<file path="src/rtl/temporal_interval.sv">
// temporal_interval: flexible temporal relation between two points of an
// interactive score. A start pulse opens the interval; it closes on an
// interactive trigger inside [DMIN, DMAX] or is forced closed at DMAX.
// end_pulse launches the next temporal object downstream.
module temporal_interval #(
    parameter int CNT_W    = 32,
    parameter int TICK_DIV = 100000,
    parameter int DMIN     = 2,
    parameter int DMAX     = 5
) (
    input  logic             clk,
    input  logic             rst,
    input  logic             start,
    input  logic             trigger,
    input  logic             abort,
    output logic             active,
    output logic             in_window,
    output logic             end_pulse,
    output logic             end_forced,
    output logic             early_trig,
    output logic             aborted,
    output logic [CNT_W-1:0] elapsed
);

    // Prescaler needs at least one bit even when TICK_DIV == 1.
    localparam int               PRE_W    = (TICK_DIV > 1) ? $clog2(TICK_DIV) : 1;
    localparam logic [PRE_W-1:0] PRE_LAST = PRE_W'(TICK_DIV - 1);
    localparam logic [CNT_W-1:0] DMIN_C   = CNT_W'(DMIN);
    localparam logic [CNT_W-1:0] DMAX_C   = CNT_W'(DMAX);

    typedef enum logic [1:0] {
        IDLE       = 2'd0,
        WAIT_MIN   = 2'd1,
        WAIT_EVENT = 2'd2
    } state_t;

    state_t           state_q, state_d;
    logic [PRE_W-1:0] pre_q, pre_d;
    logic [CNT_W-1:0] elapsed_q, elapsed_d;
    logic             end_pulse_q, end_pulse_d;
    logic             end_forced_q, end_forced_d;
    logic             early_trig_q, early_trig_d;
    logic             aborted_q, aborted_d;

    logic             tick;
    logic [PRE_W-1:0] pre_inc;
    logic [CNT_W-1:0] elapsed_inc;

    // Time base: the prescaler wraps every TICK_DIV cycles and advances
    // elapsed by one unit, saturating at DMAX.
    always_comb begin
        tick        = (pre_q == PRE_LAST);
        pre_inc     = tick ? '0 : pre_q + 1'b1;
        elapsed_inc = (tick && (elapsed_q != DMAX_C)) ? elapsed_q + 1'b1 : elapsed_q;
    end

    // Next-state and registered-output decode; the counters freeze on the
    // edge that leaves the interval so elapsed reports the closing time.
    always_comb begin
        state_d      = state_q;
        pre_d        = pre_q;
        elapsed_d    = elapsed_q;
        end_pulse_d  = 1'b0;
        end_forced_d = end_forced_q;
        early_trig_d = 1'b0;
        aborted_d    = 1'b0;

        case (state_q)
            IDLE: begin
                // start together with abort is a no-op.
                if (start && !abort) begin
                    pre_d        = '0;
                    elapsed_d    = '0;
                    end_forced_d = 1'b0;
                    state_d      = (DMIN == 0) ? WAIT_EVENT : WAIT_MIN;
                end
            end

            WAIT_MIN: begin
                if (abort) begin
                    state_d   = IDLE;
                    aborted_d = 1'b1;
                end else begin
                    pre_d        = pre_inc;
                    elapsed_d    = elapsed_inc;
                    // Too-early trigger is reported and dropped, not latched.
                    early_trig_d = trigger;
                    if (elapsed_inc == DMIN_C) begin
                        state_d = WAIT_EVENT;
                    end
                end
            end

            WAIT_EVENT: begin
                // abort beats trigger, trigger beats the DMAX timeout.
                if (abort) begin
                    state_d   = IDLE;
                    aborted_d = 1'b1;
                end else if (trigger) begin
                    state_d      = IDLE;
                    end_pulse_d  = 1'b1;
                    end_forced_d = 1'b0;
                end else if (elapsed_q == DMAX_C) begin
                    state_d      = IDLE;
                    end_pulse_d  = 1'b1;
                    end_forced_d = 1'b1;
                end else begin
                    pre_d     = pre_inc;
                    elapsed_d = elapsed_inc;
                end
            end

            default: begin
                state_d = IDLE;
            end
        endcase
    end

    // State, time base and output registers with synchronous reset.
    always_ff @(posedge clk) begin
        if (rst) begin
            state_q      <= IDLE;
            pre_q        <= '0;
            elapsed_q    <= '0;
            end_pulse_q  <= 1'b0;
            end_forced_q <= 1'b0;
            early_trig_q <= 1'b0;
            aborted_q    <= 1'b0;
        end else begin
            state_q      <= state_d;
            pre_q        <= pre_d;
            elapsed_q    <= elapsed_d;
            end_pulse_q  <= end_pulse_d;
            end_forced_q <= end_forced_d;
            early_trig_q <= early_trig_d;
            aborted_q    <= aborted_d;
        end
    end

    assign active     = (state_q != IDLE);
    assign in_window  = (state_q == WAIT_EVENT);
    assign end_pulse  = end_pulse_q;
    assign end_forced = end_forced_q;
    assign early_trig = early_trig_q;
    assign aborted    = aborted_q;
    assign elapsed    = elapsed_q;

endmodule

</file>
<file path="config.mk">
export PLATFORM = sky130hd
export DESIGN_NAME = temporal_interval
export DESIGN_NICKNAME = d
export VERILOG_FILES = /design/src/rtl/temporal_interval.sv
export SDC_FILE = /design/constraint.sdc
export NUM_CORES = 1
export LEC_CHECK = 0
export ABC_AREA = 1
export CELL_PAD_IN_SITES_DETAIL_PLACEMENT = 1
export CELL_PAD_IN_SITES_GLOBAL_PLACEMENT = 2
export CORE_UTILIZATION = 30
export CTS_CLUSTER_DIAMETER = 50
export CTS_CLUSTER_SIZE = 16
export DETAILED_ROUTE_END_ITERATION = 12
export PLACE_DENSITY_LB_ADDON = 0.15
export SLEW_MARGIN = 25
export SYNTH_ARGS = -nofsm -noshare
export SYNTH_HDL_FRONTEND = slang
export SYNTH_SLANG_ARGS = --single-unit
</file>
<file path="constraint.sdc">
create_clock -name clk -period 2.3 [get_ports clk]
set_input_delay 0.69 -clock clk [delete_from_list [all_inputs] [get_ports clk]]
set_output_delay 0.69 -clock clk [all_outputs]
set_load 0.05 [all_outputs]
</file>
* Yosys cells after proc, flatten, opt, wreduce, memory -nomap -nowiden
Index checks and enable logic that the tools add are counted. W data, S select, Z words.
Storage, ports and cells: flip-flop bits (word level) 55, bits of input ports 5, output and inout port bits 38
Cells by class: add/subtract/negate cells 2, equal/unequal tests 14, muxes and demuxes 29, bitwise operators 3, reductions and logical operators 14
Operator list (count):
- $mux W32 | 6
- $mux W17 | 6
- $pmux W32 S3 | 1
- $pmux W17 S3 | 1
- $add A32 B1 Y32 const B | 1
- $eq A32 B2 Y1 const B | 1
- $eq A32 B3 Y1 const B | 1
- $ne A32 B3 Y1 const B | 1
- $add A17 B1 Y17 const B | 1
- $eq A17 B17 Y1 const B | 1
- $mux W2 | 6
- $ne A2 B2 Y1 const B | 5
- $mux W1 | 7
- $pmux W2 S3 | 1
- $reduce_and A6 Y1 | 1
- $reduce_or A3 Y1 | 2
- $ne A4 B3 Y1 const B | 1
- $reduce_and A4 Y1 | 1
- $reduce_bool A2 Y1 | 2
- $reduce_or A2 Y1 | 2
- $ne A3 B2 Y1 const B | 1
- $ne A3 B3 Y1 const B | 1
- $not A1 Y1 | 3
- $reduce_and A3 Y1 | 1
- other kinds (7) | 8

* Depth between registers and ports, before layout
Gate-level depths: netlist of run 1.
depth after elaboration 7, mapped depth 21, mapped depth without buffers 20

* Worst setup path after synthesis of run 1
OpenSTA, ideal clock, no wires.
path kind register to register, from register elapsed_q[0] (netlist: elapsed[0]), to register state_q[0], data arrival time 2.460 ns, setup slack -0.274 ns, cell stages (with the launch flop) 21, period minus slack after synthesis 2.574 ns, cell sequence dfxtp_1 ha_1 nand3_1 inv_2 nand2_2 nor2_2 inv_1 nand2_1 nand2_1 nand2_1 nand2_1 nor2_1 nand2_1 nor2_1 nand2_1 nor2_1 nand2_1 nand2_1 nand2_1 nand2_1 nor2_2
On the way: cells in the longest elaborated chain, start to end 6, elaborated cells between the ends (all ways) 9, classes of those cells add/sub: 1; eq/ne: 5; mux: 1; reduce/logical: 2
Ends and longest elaborated chain:
- start, declared | RTL line 39 | logic [CNT_W-1:0] elapsed_q, elapsed_d;
- start signal, assigned | RTL line 132 | elapsed_q <= elapsed_d;
- parallel branches: the longest is 5 deep, another holds $add A32 B1 Y32
- $reduce_and A3 Y1 (no line) *
- end signal, assigned | RTL line 130 | state_q <= state_d;
- end, declared | RTL line 37 | state_t state_q, state_d;
Mark *: on every way between the ends. A chain may end at the register's enable or synchronous reset.

* Worst setup path in the final report of run 1
from input port start, to register pre_q[16]
On the way: cells in the longest elaborated chain, start to end 3
Ends and longest elaborated chain:
- start, declared | RTL line 13 | input logic start,
- $logic_and A1 B1 Y1 | RTL line 71 | if (start && !abort) begin
- $ne A2 B2 Y1 (no line)
- $reduce_and A6 Y1 (no line)
- end signal, assigned | RTL line 131 | pre_q <= pre_d;
- end, declared | RTL line 38 | logic [PRE_W-1:0] pre_q, pre_d;
No other way between the ends.

==> results.json, run 1 <==
{
  "fin_skew_ps": 8.06,
  "grt_use_total_pct": 25.4,
  "p_seq_share_pct": 41.8,
  "grt_pass1_vias": 5635,
  "start_kind": "primary input",
  "regArea_um2": 1140,
  "cp-end-kind": "flop",
  "viasPerCell": 4.88,
  "cp.arrival_ps": 2600,
  "syn2layout_area_growth_pct": 68.5,
  "switchingPower_mw": 0.668,
  "wire_per_inst_um": 16.5,
  "place_area_um2": 5760,
  "drive_gt1_share_pct": 43.1,
  "ys_seq_area_share_pct": 27.2,
  "hp-start": "end_forced$_SDFFE_PP0P_",
  "die_w_um": 118,
  "drv_cap": 0,
  "ys_top_cells_by_count": "268 x nand2_1, 107 x nor2_1, 61 x inv_1",
  "multi_input_area_um2": 3060,
  "fmax_ghz": 0.419,
  "p_total_mw": 2.31,
  "worstPathMaxFanout": 5,
  "hpwl_um": 13000,
  "min_to": "end_forced$_SDFFE_PP0P_",
  "gp_congestion": 0.863,
  "timing.rr.start": "elapsed[1]$_SDFFE_PP0P_",
  "fin_setup_tns_ps": -767,
  "pwr-share-comb_pct": 16.1,
  "cts_tree": "done",
  "grt_max_degree": 29,
  "path_class": "primary input to flop",
  "yosysWarnings": 0,
  "grt-ovfl-total": 0,
  "powerDensity_nw_per_um2": 338,
  "synthMostInstantiatedCell": "nand2_1",
  "setup_violations": 26,
  "rsz0062_at_grt": "true",
  "maxSlewViolCount": 0,
  "min-delay-path-class": "flop to flop",
  "fin_crit_ps": 2380,
  "ys_types": 40,
  "critical_path_required_ps": 2510,
  "wl_um": 18100,
  "worst_slew_pin_slew_ps": 502,
  "syn_area_um2": 4050,
  "async_flop_share_pct": 0,
  "nNetsFinal": 933,
  "nFillCells": 1746,
  "regToRegEndpoint": "state_q[0]$_SDFFE_PP0P_",
  "h-tree-depth": 2,
  "cts-buffers-inserted": 5,
  "slew-limit-headroom_pct": 66.5,
  "grt_pass1_wl_um": 27900,
  "syn_area_per_cell_um2": 5.79,
  "dr_total_vias": 5360,
  "status": "complete, but fails checks",
  "hold_viol_final": 0,
  "swShare_pct": 28.9,
  "drt_iter0_markers": 158,
  "synth_top_area_cell": "dfxtp_1",
  "cts.clk_slew.worst_paths_ps": 80,
  "p_leak_nw": 3.03,
  "synth_top_flop_cell": "dfxtp_1",
  "die_h_um": 118,
  "io_buffers": 42,
  "drc": 0,
  "ys_ff_latch": 55,
  "stdcell_area_um2": 6820,
  "reg2reg_setup_slack_ps": -70,
  "p_int_mw": 1.64,
  "synth-edff-count": 0,
  "ant_nets": 0,
  "dieArea_um2": 14000,
  "n_antenna_cell": 0,
  "clock_sink_count": 55,
  "whs_path_depth": 2,
  "synthCells": 700,
  "root_buffer": "clkbuf_16",
  "failed_checks": "setup timing",
  "clock_latency_ps": 320,
  "core_um2": 13200,
  "finalWorstSetupSlack_ps": -84.3,
  "synth_area_leaders": "dfxtp_1 27%, nand2_1 25%, nor2_1 9.9%",
  "clockBufferDepth": 2,
  "r2r_cells": 20,
  "pwr-share-clk_pct": 42.0,
  "synth.net_count": 712,
  "drtPass1Iterations": 4,
  "fin_crit_sh_pct": 104,
  "ios": 43,
  "antenna_found_initial": 0,
  "ir_drop_v": 0.000269,
  "initial_core_util_pct": 30.7,
  "placementRows": 42,
  "synth_top_area_share_pct": 27.2
}
power groups by stage:
stage,Combinational [mW],Clock [mW],Sequential [mW]
floorplan,0.139,0,0.993
global placement,0.271,0,0.987
detailed placement,0.283,0,0.989
CTS,0.304,0.996,0.967
global route,0.393,1.03,0.968
finish,0.373,0.971,0.966
layout by cell type, fill, tap and decap left out, drive strengths merged, types with 11 or more instances in the layout:
master / n
dfxtp: 55
a21oi: 30
buf: 224
o21ai: 18
inv: 70
nand2: 275
nor2: 113
nand4: 11
nor3: 17
nand3: 41
xor2: 15
what timing repair did:
item | CTS | global route
cloned | 3 | 3
hold buffers | 0 | 0
hold endpoints to repair | 0 | 0
pin swaps | 45 | 38
endpoints found under the setup margin | 49 | 44
buffers inserted | 19 | 9
resized for setup | 85 | 94
state kept, by name, indices dropped and copies added, names as in the netlist:
register	cells
end_forced	1
state_q	2
early_trig	1
aborted	1
end_pulse	1
pre_q	17
elapsed	32
logic make-up (layout without fill, tap and decap cells):
| kind of cell | after synthesis | in the layout | share of synthesized area (%) |
|---|---|---|---|
| flip-flops | 55 | 55 | 27.2 |
| AND/OR/NAND/NOR | 468 | 470 | 49.1 |
| AO/OA/AOI/OAI | 64 | 64 | 8.84 |
| adder cells (fa/ha/maj) | 7 | 7 | 2.16 |
| buffers and inverters | 91 | 311 | 9.48 |
| XOR/XNOR | 15 | 15 | 3.24 |
worst max-delay path by stage:
stage	from	end	slack, ps
5_1_grt	elapsed[14]$_SDFFE_PP0P_	state_q[0]$_SDFFE_PP0P_	-240
3_3_place_gp	abort	pre_q[15]$_SDFFE_PP0P_	-440
2_1_floorplan	elapsed[1]$_SDFFE_PP0P_	state_q[0]$_SDFFE_PP0P_	4
3_5_place_dp	abort	pre_q[15]$_SDFFE_PP0P_	-460
6_report	start	pre_q[16]$_SDFFE_PP0P_	-80
4_1_cts	pre_q[0]$_SDFFE_PP0P_	state_q[0]$_SDFFE_PP0P_	-80
layout make-up:
cell class | instances | area share (%)
clock buffers | 5 | 1.83
repair buffers | 234 | 28.9
flip-flops and latches | 55 | 16.6
multi-input cells | 556 | 44.9
clock inverters | 3 | 0.733
well taps | 176 | 3.23
inverters | 69 | 3.80
worst max-delay path, stage by stage:
cell and delay, ps:
clkdlybuf4s50_1 490, nand2_1 70, nand2_1 110, nand2_2 90, a211oi_4 260, nand2_4 120
inv_2 80, nand3_2 90, nand3b_4 190, nor2_4 130, nand2_1 90, nor2_1 130
nor3b_2 60
per-stage QoR:
| stage | worst slack (ps) | hold slack, ps | utilization [%] | std cells |
|---|---|---|---|---|
| after global routing | -243 | 498 | 51.7 | 1098 |
| after detailed placement | -457 | 459 | 43.6 | 1058 |
| final | -84.3 | 468 | 51.7 | 1098 |
| after floorplan | 3.95 | 449 | - | 700 |
| after CTS | -75.9 | 472 | 48.5 | 1088 |
| after global placement | -436 | 454 | 43.6 | 1058 |
metal layers:
| metal | share of wire (%) | track usage, % | vias up |
|---|---|---|---|
| met1 | 41 | 28.7 | 2607 |
| met3 | 2.0 | 3.28 | 44 |
| met2 | 53 | 47.9 | 65 |
| met4 | 3.6 | 10.1 | 0 |
| li1 | - | - | 2644 |
| met5 | 0 | 0 | - |
(Power assumes the default switching activity.)
==> run 2, diff against run 1 <==
--- a/config.mk
+++ b/config.mk
@@ -8,10 +8,12 @@
 export ABC_AREA = 1
 export CELL_PAD_IN_SITES_DETAIL_PLACEMENT = 1
 export CELL_PAD_IN_SITES_GLOBAL_PLACEMENT = 2
+export CORE_ASPECT_RATIO = 1.75
 export CORE_UTILIZATION = 30
 export CTS_CLUSTER_DIAMETER = 50
 export CTS_CLUSTER_SIZE = 16
 export DETAILED_ROUTE_END_ITERATION = 12
+export GPL_TIMING_DRIVEN = 1
 export PLACE_DENSITY_LB_ADDON = 0.15
 export SLEW_MARGIN = 25
 export SYNTH_ARGS = -nofsm -noshare
==> results.json, run 2 (synthesis gave the netlist of run 1 again) <==
{
  "fmax_ghz": 0.403,
  "root_buffer": "clkbuf_16",
  "die_h_um": 156,
  "drive_gt1_share_pct": 44.0,
  "cts-buffers-inserted": 5,
  "critical_path_required_ps": 2510,
  "path_class": "flop to flop",
  "finalWorstSetupSlack_ps": -178,
  "mostFrequentLayoutCells": "234 x nand2_1, 216 x buf_4, 58 x nor2_1, 51 x inv_1, 40 x nor2_2",
  "drv_cap": 0,
  "grt_pass1_vias": 5890,
  "min_to": "end_forced$_SDFFE_PP0P_",
  "timing.rr.start": "elapsed[1]$_SDFFE_PP0P_",
  "dp_cells": 1063,
  "regToRegEndpoint": "state_q[0]$_SDFFE_PP0P_",
  "worst_slew_pin_slew_ps": 516,
  "failed_checks": "setup timing",
  "fin_setup_tns_ps": -476,
  "regArea_um2": 1140,
  "start_kind": "flop",
  "syn2layout_area_growth_pct": 71.9,
  "fin_crit_sh_pct": 108,
  "nNetsFinal": 954,
  "drt_iter0_markers": 149,
  "initial_core_util_pct": 31.0,
  "grt-ovfl-total": 0,
  "p_seq_share_pct": 45.2,
  "hpwl_um": 13800,
  "r2r_cells": 20,
  "pwr-share-comb_pct": 14.9,
  "drtPass1Iterations": 4,
  "min-delay-path-class": "flop to flop",
  "clock_latency_ps": 310,
  "rsz0062_at_grt": "true",
  "swShare_pct": 28.8,
  "grt_pass1_wl_um": 28300,
  "cts.clk_slew.worst_paths_ps": 80,
  "antenna_found_initial": 0,
  "worstPathMaxFanout": 5,
  "drc": 0,
  "p_int_mw": 1.52,
  "multi_input_area_um2": 3010,
  "gp_congestion": 0.887,
  "grt_use_total_pct": 25.8,
  "ios": 43,
  "hold_viol_final": 0,
  "fin_skew_ps": 4.31,
  "p_leak_nw": 3.21,
  "clock_sink_count": 55,
  "ir_drop_v": 0.000349,
  "hp-start": "end_forced$_SDFFE_PP0P_",
  "dr_total_vias": 5469,
  "wl_um": 18900,
  "die_w_um": 89.8,
  "maxSlewViolCount": 0,
  "clockBufferDepth": 2,
  "setup_violations": 7,
  "fin_crit_ps": 2480,
  "pwr-share-clk_pct": 39.9,
  "ant_nets": 0,
  "powerDensity_nw_per_um2": 307,
  "slew-limit-headroom_pct": 65.5,
  "grt_max_degree": 29,
  "reg2reg_setup_slack_ps": -180,
  "viasPerCell": 4.91,
  "n_antenna_cell": 0,
  "io_buffers": 42,
  "placementRows": 55,
  "whs_path_depth": 2,
  "nFillCells": 1723,
  "cts_tree": "done",
  "h-tree-depth": 2,
  "switchingPower_mw": 0.615,
  "instances_no_fill": 1114,
  "status": "complete, but fails checks",
  "largest_reg_flops": 32,
  "layout_commonest_cell": "nand2_1",
  "cp.arrival_ps": 2690,
  "core_um2": 13100,
  "dieArea_um2": 14000,
  "wire_per_inst_um": 17.0,
  "cp-end-kind": "flop"
}
## run 2: metrics by stage
step | setup slack [ps] | utilization, % | hold WS [ps] | power [mW] | area, um2
6_report | -178 | 53.2 | 491 | 2.14 | 6960
3_5_place_dp | -633 | 44.8 | 482 | 1.28 | 5860
2_1_floorplan | 3.95 | - | 449 | 1.13 | 4060
3_3_place_gp | -592 | 44.8 | 458 | 1.27 | 5860
5_1_grt | -309 | 53.2 | 511 | 2.21 | 6960
4_1_cts | -191 | 49.5 | 497 | 2.15 | 6470
## run 2: power groups by stage
stage / clock network [mW] / logic, mW / registers, mW
floorplan: 0 / 0.139 / 0.993
global placement: 0 / 0.278 / 0.987
detailed placement: 0 / 0.289 / 0.989
CTS: 0.870 / 0.309 / 0.970
global route: 0.904 / 0.342 / 0.968
finish: 0.852 / 0.319 / 0.967
## run 2: final cells by class
cell class / count / area share, %
clock buffer: 6 / 1.99
clock inverter: 2 / 0.216
sequential: 55 / 16.4
multi-input combinational: 554 / 43.2
inverter: 69 / 3.72
timing repair buffer: 257 / 31.4
tap: 171 / 3.07
## run 2: worst max-delay path by stage
stage	depth (start not counted)	from	end
6_report	20	elapsed[1]$_SDFFE_PP0P_	state_q[0]$_SDFFE_PP0P_
5_1_grt	20	pre_q[5]$_SDFFE_PP0P_	state_q[0]$_SDFFE_PP0P_
4_1_cts	21	elapsed[19]$_SDFFE_PP0P_	state_q[0]$_SDFFE_PP0P_
3_5_place_dp	11	abort	pre_q[15]$_SDFFE_PP0P_
3_3_place_gp	11	abort	pre_q[15]$_SDFFE_PP0P_
2_1_floorplan	20	elapsed[1]$_SDFFE_PP0P_	state_q[0]$_SDFFE_PP0P_
## run 2: timing repair
item / CTS / global route
pin swaps: 40 / 47
resized for setup: 71 / 115
setup buffers: 27 / 18
endpoints found under the setup margin: 46 / 48
hold endpoints to repair: 0 / 0
hold buffers: 0 / 0
gates cloned: 1 / 2
## run 2: layer usage
| layer | routed length, um | track usage, % |
|---|---|---|
| met3 | 250 | 1.85 |
| met5 | 0 | 0 |
| met4 | 893 | 12.1 |
| met2 | 11200 | 55.9 |
| met1 | 6620 | 23.4 |
## run 2: critical path, stage by stage (launching register included)
cell and delay [ps]:
dfxtp_2 340, inv_2 60, ha_4 130, nand2_1 60, nor2_2 140, nand2_1 90, nor2_2 150, nand2_4 120
nand2_8 130, buf_12 130, nand2_1 60, o21ai_2 80, nand2_2 70, nor2_1 100, nand3b_1 230, nor2_4 180
nand2_2 70, nand2_2 70, nand2_1 50, nand2_1 70, nor2_2 40
==> variant 1 (config.mk and constraints of run 1) <==
Set the parameter `CNT_W` to 24 (it was 32).
--- a/src/rtl/temporal_interval.sv
+++ b/src/rtl/temporal_interval.sv
@@ -4,5 +4,5 @@
 // end_pulse launches the next temporal object downstream.
 module temporal_interval #(
-    parameter int CNT_W    = 32,
+    parameter int CNT_W    = 24,
     parameter int TICK_DIV = 100000,
     parameter int DMIN     = 2,
Interface: changed (resized elapsed); port bits go from 43 to 35. The function was not compared with the original's and may differ.
==> variant 1 against run 1 <==
Critical endpoint is now elapsed[13]. Worst setup slack better by 0.12 ns. Cell area decreased by 28%. Non-clock buffer count down 93. Routed wire length shrank 31%. Die area is 18% lower. Hold slack improved by 0.0071 ns. Sequential power shrank 14%. Global-route usage fell by 3.3 points. Combinational power grew 1%. Sequential cell count decreased by 8. Core utilization decreased by 4.8 points. Count of clock-buffer cells in the layout grew 2. Area after synthesis decreased by 19%. Power decreased by 25%.
==> variant 1: results (changes against run 1) <==
initial drt markers=169 (was 158); largest cells by area after synthesis=dfxtp_1 (29%), nand2_1 (20%), nor2_1 (10%) (was dfxtp_1 (27%), nand2_1 (25%), nor2_1 (9.9%)); clk_lat worst skew=0.32 ns (about the same); Synth Area in Adders=2.66% (was 2.16%); GP Congestion=0.798 (was 0.863); crit path max fanout=4 (was 5); Max Cap Viol=0 (unchanged); slowest stage delay, CP=0.83 ns (was 0.49 ns); top cells by count, synth=nand2_1 (172), nor2_1 (92), inv_1 (49) (was nand2_1 (268), nor2_1 (107), inv_1 (61)); GRT Total Usage=22.2% (was 25.4%); hold depth=1 (was 2); dpl ws=-0.470 ns (was -0.457 ns); static leakage=2.13 nW (was 3.03 nW); met3 wire length=160 um (was 357 um); post-detail-place hpwl=9.41 mm (was 13.0 mm); Mapped Nets=554 (was 712); register area share after synthesis=28.6% (was 27.2%); share of cells above drive strength 1=31.7% (was 43.1%); clk_skew=0.0175 ns (was 0.00806 ns); CP top delay family=buffers and inverters (was simple AND/OR/NAND/NOR gates); WL met2=6.46 mm (was 9.66 mm); drt wl/cell=15.5 um (was 16.5 um); yosys warns=0 (unchanged); clock root buffer=clkbuf_8 (was clkbuf_16); Clock Path Buffers=2 (unchanged); WP buf/inv=1 (was 2); Port Buffer Count=34 (was 42); pin count of the biggest net entering global routing=21 (was 29); number of flip-flops in the largest register=24 (was 32); post-route met1 wirelength=5.77 mm (was 7.45 mm); clock-pin slew on the worst setup and hold paths=0.10 ns (was 0.08 ns); vias in the first global route=4054 (was 5635); Net count, final=689 (was 933); Slew @ Worst Pin=0.504 ns (was 0.502 ns); CTS Buf Count=5 (unchanged); post-synthesis mux area share=0% (unchanged); worst min path class=register to register (unchanged); synth unique cells=39 (was 40); first-pass GRT wire length=19.8 mm (was 27.9 mm); status=finished clean (was finished, violations left); TritonRoute pass-1 iters=4 (unchanged); Vias=3924 (was 5360); post-synthesis compound-gate area fraction=10.3% (was 8.84%); Register-to-Register Path Depth=12 (was 20); initial antenna violation count=0 (unchanged); XOR/XNOR Fraction of Synth Area=2.93% (was 3.24%); fill count=1419 (was 1746); peak supply drop=0.232 mV (was 0.269 mV); H-tree lvl count=2 (unchanged)
-- variant 1: where the power goes --
group	leakage [nW]	internal (mW)	switching [mW]
Sequential	0.385	0.822	0.00791
Combinational	1.71	0.179	0.198
Clock	0.0422	0.215	0.312
-- variant 1: what timing repair did --
item | CTS | global route
endpoints found under the setup margin | 12 | 32
pin swaps | 6 | 14
gates cloned | 0 | 2
setup buffers | 11 | 5
resized for setup | 19 | 62
-- variant 1: worst paths after layout --
| kind | from | endpoint | slack [ns] |
|---|---|---|---|
| worst max-delay path | elapsed[13] | elapsed[13] | 0.04 |
| worst min-delay path | pre_q[15] | pre_q[15] | 0.47 |
| worst max register to register | state_q[1] | pre_q[15] | 0.06 |
| worst min register to register | pre_q[15] | pre_q[15] | 0.47 |
-- variant 1: through the flow --
step,instances,util [%],instance area (um2)
6_report,814,46.9,4910
5_1_grt,814,46.9,4910
4_1_cts,807,44.2,4630
3_5_place_dp,788,42.2,4420
3_3_place_gp,788,42.2,4420
2_1_floorplan,542,-,3290
-- variant 1: cell families (layout without fill, tap and decap cells) --
family,after synthesis,after routing
flops,47,47
simple gates,351,351
xor+xnor,11,11
fa+ha+maj,7,7
compound gates,57,57
buf+inv,69,205
-- variant 1: layout make-up --
cell class	count	area share, %
multi-input combinational	426	46.1
timing repair buffer	141	24.9
sequential	47	19.5
inverter	56	4.33
tap	136	3.46
clock buffer	7	1.55
clock inverter	1	0.102
-- variant 1: metal layers --
metal / global-route usage [%] / vias up
met2: 40.7 / 29
li1: - / 2008
met4: 5.68 / 0
met3: 2.61 / 10
met1: 27.2 / 1877
met5: 0 / -
==> variant 2 (flow settings as in run 1) <==
Made on the original files. The 3 states of `state_t` get a one-hot encoding in 3 bits.
--- a/src/rtl/temporal_interval.sv
+++ b/src/rtl/temporal_interval.sv
@@ -29,8 +29,8 @@
     localparam logic [CNT_W-1:0] DMAX_C   = CNT_W'(DMAX);
 
-    typedef enum logic [1:0] {
-        IDLE       = 2'd0,
-        WAIT_MIN   = 2'd1,
-        WAIT_EVENT = 2'd2
+    typedef enum logic [2:0] {
+        IDLE       = 3'b001,
+        WAIT_MIN   = 3'b010,
+        WAIT_EVENT = 3'b100
     } state_t;
 
Formal check against the unedited RTL: no difference found for any inputs over 10 cycles, from zero or initial values and one cycle with rst high; not proved beyond that.
==> variant 2 against run 1 <==
The flow still finishes with violations (negative setup slack). Sequential cell count up 1. Cell area down 11%. Area after synthesis up 0.25%. First-iteration DRC count up 9.5%. Routed wire length down 10%. Sequential share of layout area up 2.1 points. Die area up 0.25%. Worst setup slack better by 0.040 ns.
Power is not compared: it rests on default switching activity, and its combinational part moved more than twofold at a synthesized area within 25%.
==> variant 2: results (changes against run 1) <==
status=finished, violations left (unchanged); failing checks=negative setup slack (unchanged); Port Buffer Count=42 (unchanged); clock-pin slew on the worst setup and hold paths=0.08 ns (about the same); setup ws final=-0.0447 ns (was -0.0843 ns); # diodes=0 (unchanged); R2R Setup Slk=-0.04 ns (was -0.07 ns); R2R Path End=state_q[1] (was state_q[0]); CP top delay family=simple AND/OR/NAND/NOR gates (unchanged); first-pass GRT wire length=26.5 mm (was 27.9 mm); crit path DAT=2.54 ns (was 2.60 ns); slowest stage delay, CP=0.33 ns (was 0.49 ns); drt wl/cell=15.2 um (was 16.5 um); synthesis-stage register bit count=56 (was 55); Synth Instances=717 (was 700); Tmin final=2.34 ns (was 2.38 ns); TritonRoute pass-1 iters=4 (unchanged); Final setup viols=2 (was 26); post-detail-place hpwl=12.6 mm (was 13.0 mm); Mapped Nets=725 (was 712); CTS Buf Count=5 (unchanged); initial antenna violation count=0 (unchanged); hold_ws=0.470 ns (was 0.468 ns); dpl ws=-0.282 ns (was -0.457 ns); Finished Layout Cells=1068 (was 1098); GP Congestion=0.908 (was 0.863); Vias=5061 (was 5360); fill count=1838 (was 1746); Placed Instances=1045 (was 1058); GRT Total Usage=23.8% (was 25.4%); top cells by count, synth=nand2_1 (295), nor2_1 (117), inv_1 (68) (was nand2_1 (268), nor2_1 (107), inv_1 (61)); share of cells above drive strength 1=33.2% (was 43.1%); synth unique cells=38 (was 40); number of flip-flops in the largest register=32 (unchanged); Post-synth ARST share=0% (unchanged); yosys warns=0 (unchanged); initial drt markers=173 (was 158); Register-to-Register Path Depth=19 (was 20); vias in the first global route=5427 (was 5635); largest cells by area after synthesis=dfxtp_1 (28%), nand2_1 (27%), nor2_1 (11%) (was dfxtp_1 (27%), nand2_1 (25%), nor2_1 (9.9%)); clk_skew=0.00512 ns (was 0.00806 ns); pin count of the biggest net entering global routing=39 (was 29); Net count, final=899 (was 933); Critical-path top delay cell=dfxtp_2 (was clkdlybuf4s50_1); Slew @ Worst Pin=0.489 ns (was 0.502 ns); Max Cap Viol=0 (unchanged); clock root buffer=clkbuf_16 (unchanged); register area share after synthesis=27.6% (was 27.2%)
[variant 2: cell types whose count changed after synthesis, sizes merged, moves of 5 or more]
cell	delta
nor2	+13
nand2	+31
nor3	-7
inv	+7
a21oi	+11
o21ai	-5
buf	-7
nand3b	+6
xor2	-5
o22ai	-7
nand3	-15
[variant 2: worst max path at each step]
| stage | slack, ns | endpoint | startpoint |
|---|---|---|---|
| finish | -0.04 | state_q[1] | elapsed[1] |
| global placement | -0.19 | pre_q[14] | abort |
| global route | -0.15 | state_q[1] | elapsed[1] |
| detailed placement | -0.28 | pre_q[15] | abort |
| floorplan | 0.05 | state_q[2] | elapsed[2] |
| CTS | -0.05 | state_q[1] | elapsed[1] |
[variant 2: area by class of cell]
cell class              count  area, um2  share of cell area [%]
repair buffers            183       1470                    24.2
multi-input cells         569       2800                    46.2
clock inverters             3       22.5                   0.372
well taps                 176        220                    3.63
inverters                  76        293                    4.83
clock buffers               5        125                    2.06
flip-flops and latches     56       1130                    18.7
[variant 2: through the flow]
stage	utilization, %	setup TNS, ns	cell area (um2)
finish	45.8	-0.0818	6060
global route	45.8	-0.391	6060
CTS	43.1	-0.0937	5710
detailed placement	41.5	-10.99	5490
global placement	41.5	-7.38	5490
floorplan	-	0	4060
[variant 2: tightest hold or removal path, stage by stage, from the launching register on]
cell     delay, ns
dfxtp_1       0.31
nand2_1       0.06
a21oi_1       0.05
[variant 2: kinds of logic (layout without fill, tap and decap cells)]
logic type | after synthesis | count (layout) | share of synthesized area [%]
AOI/OAI and AO/OA | 65 | 65 | 9.03
buffers and inverters | 93 | 267 | 9.71
adders and majority gates | 3 | 3 | 0.925
xor gates and xnor gates | 13 | 13 | 2.80
and+or+nand+nor | 487 | 488 | 49.9
DFF | 56 | 56 | 27.6
[variant 2: where the power goes]
group | switching (mW) | internal (mW)
clock network | 0.446 | 0.411
logic | 0.739 | 0.387
registers | 0.0220 | 1.00
total | 1.21 | 1.80
[variant 2: per-layer routing]
metal	vias to the layer above	share of wire, %	GRT usage [%]
met5	-	0	0
met4	0	2.7	10.4
met3	28	1.5	2.65
met2	51	52	44.0
met1	2404	44	27.4
li1	2578	-	-
[variant 2: what timing repair did]
item                       4_1_cts  5_1_grt
hold buffers                     0        0
resized for setup               17       84
setup endpoints to repair        4       49
gates cloned                     0        1
pin swaps                        5       34
setup buffers                    3       11
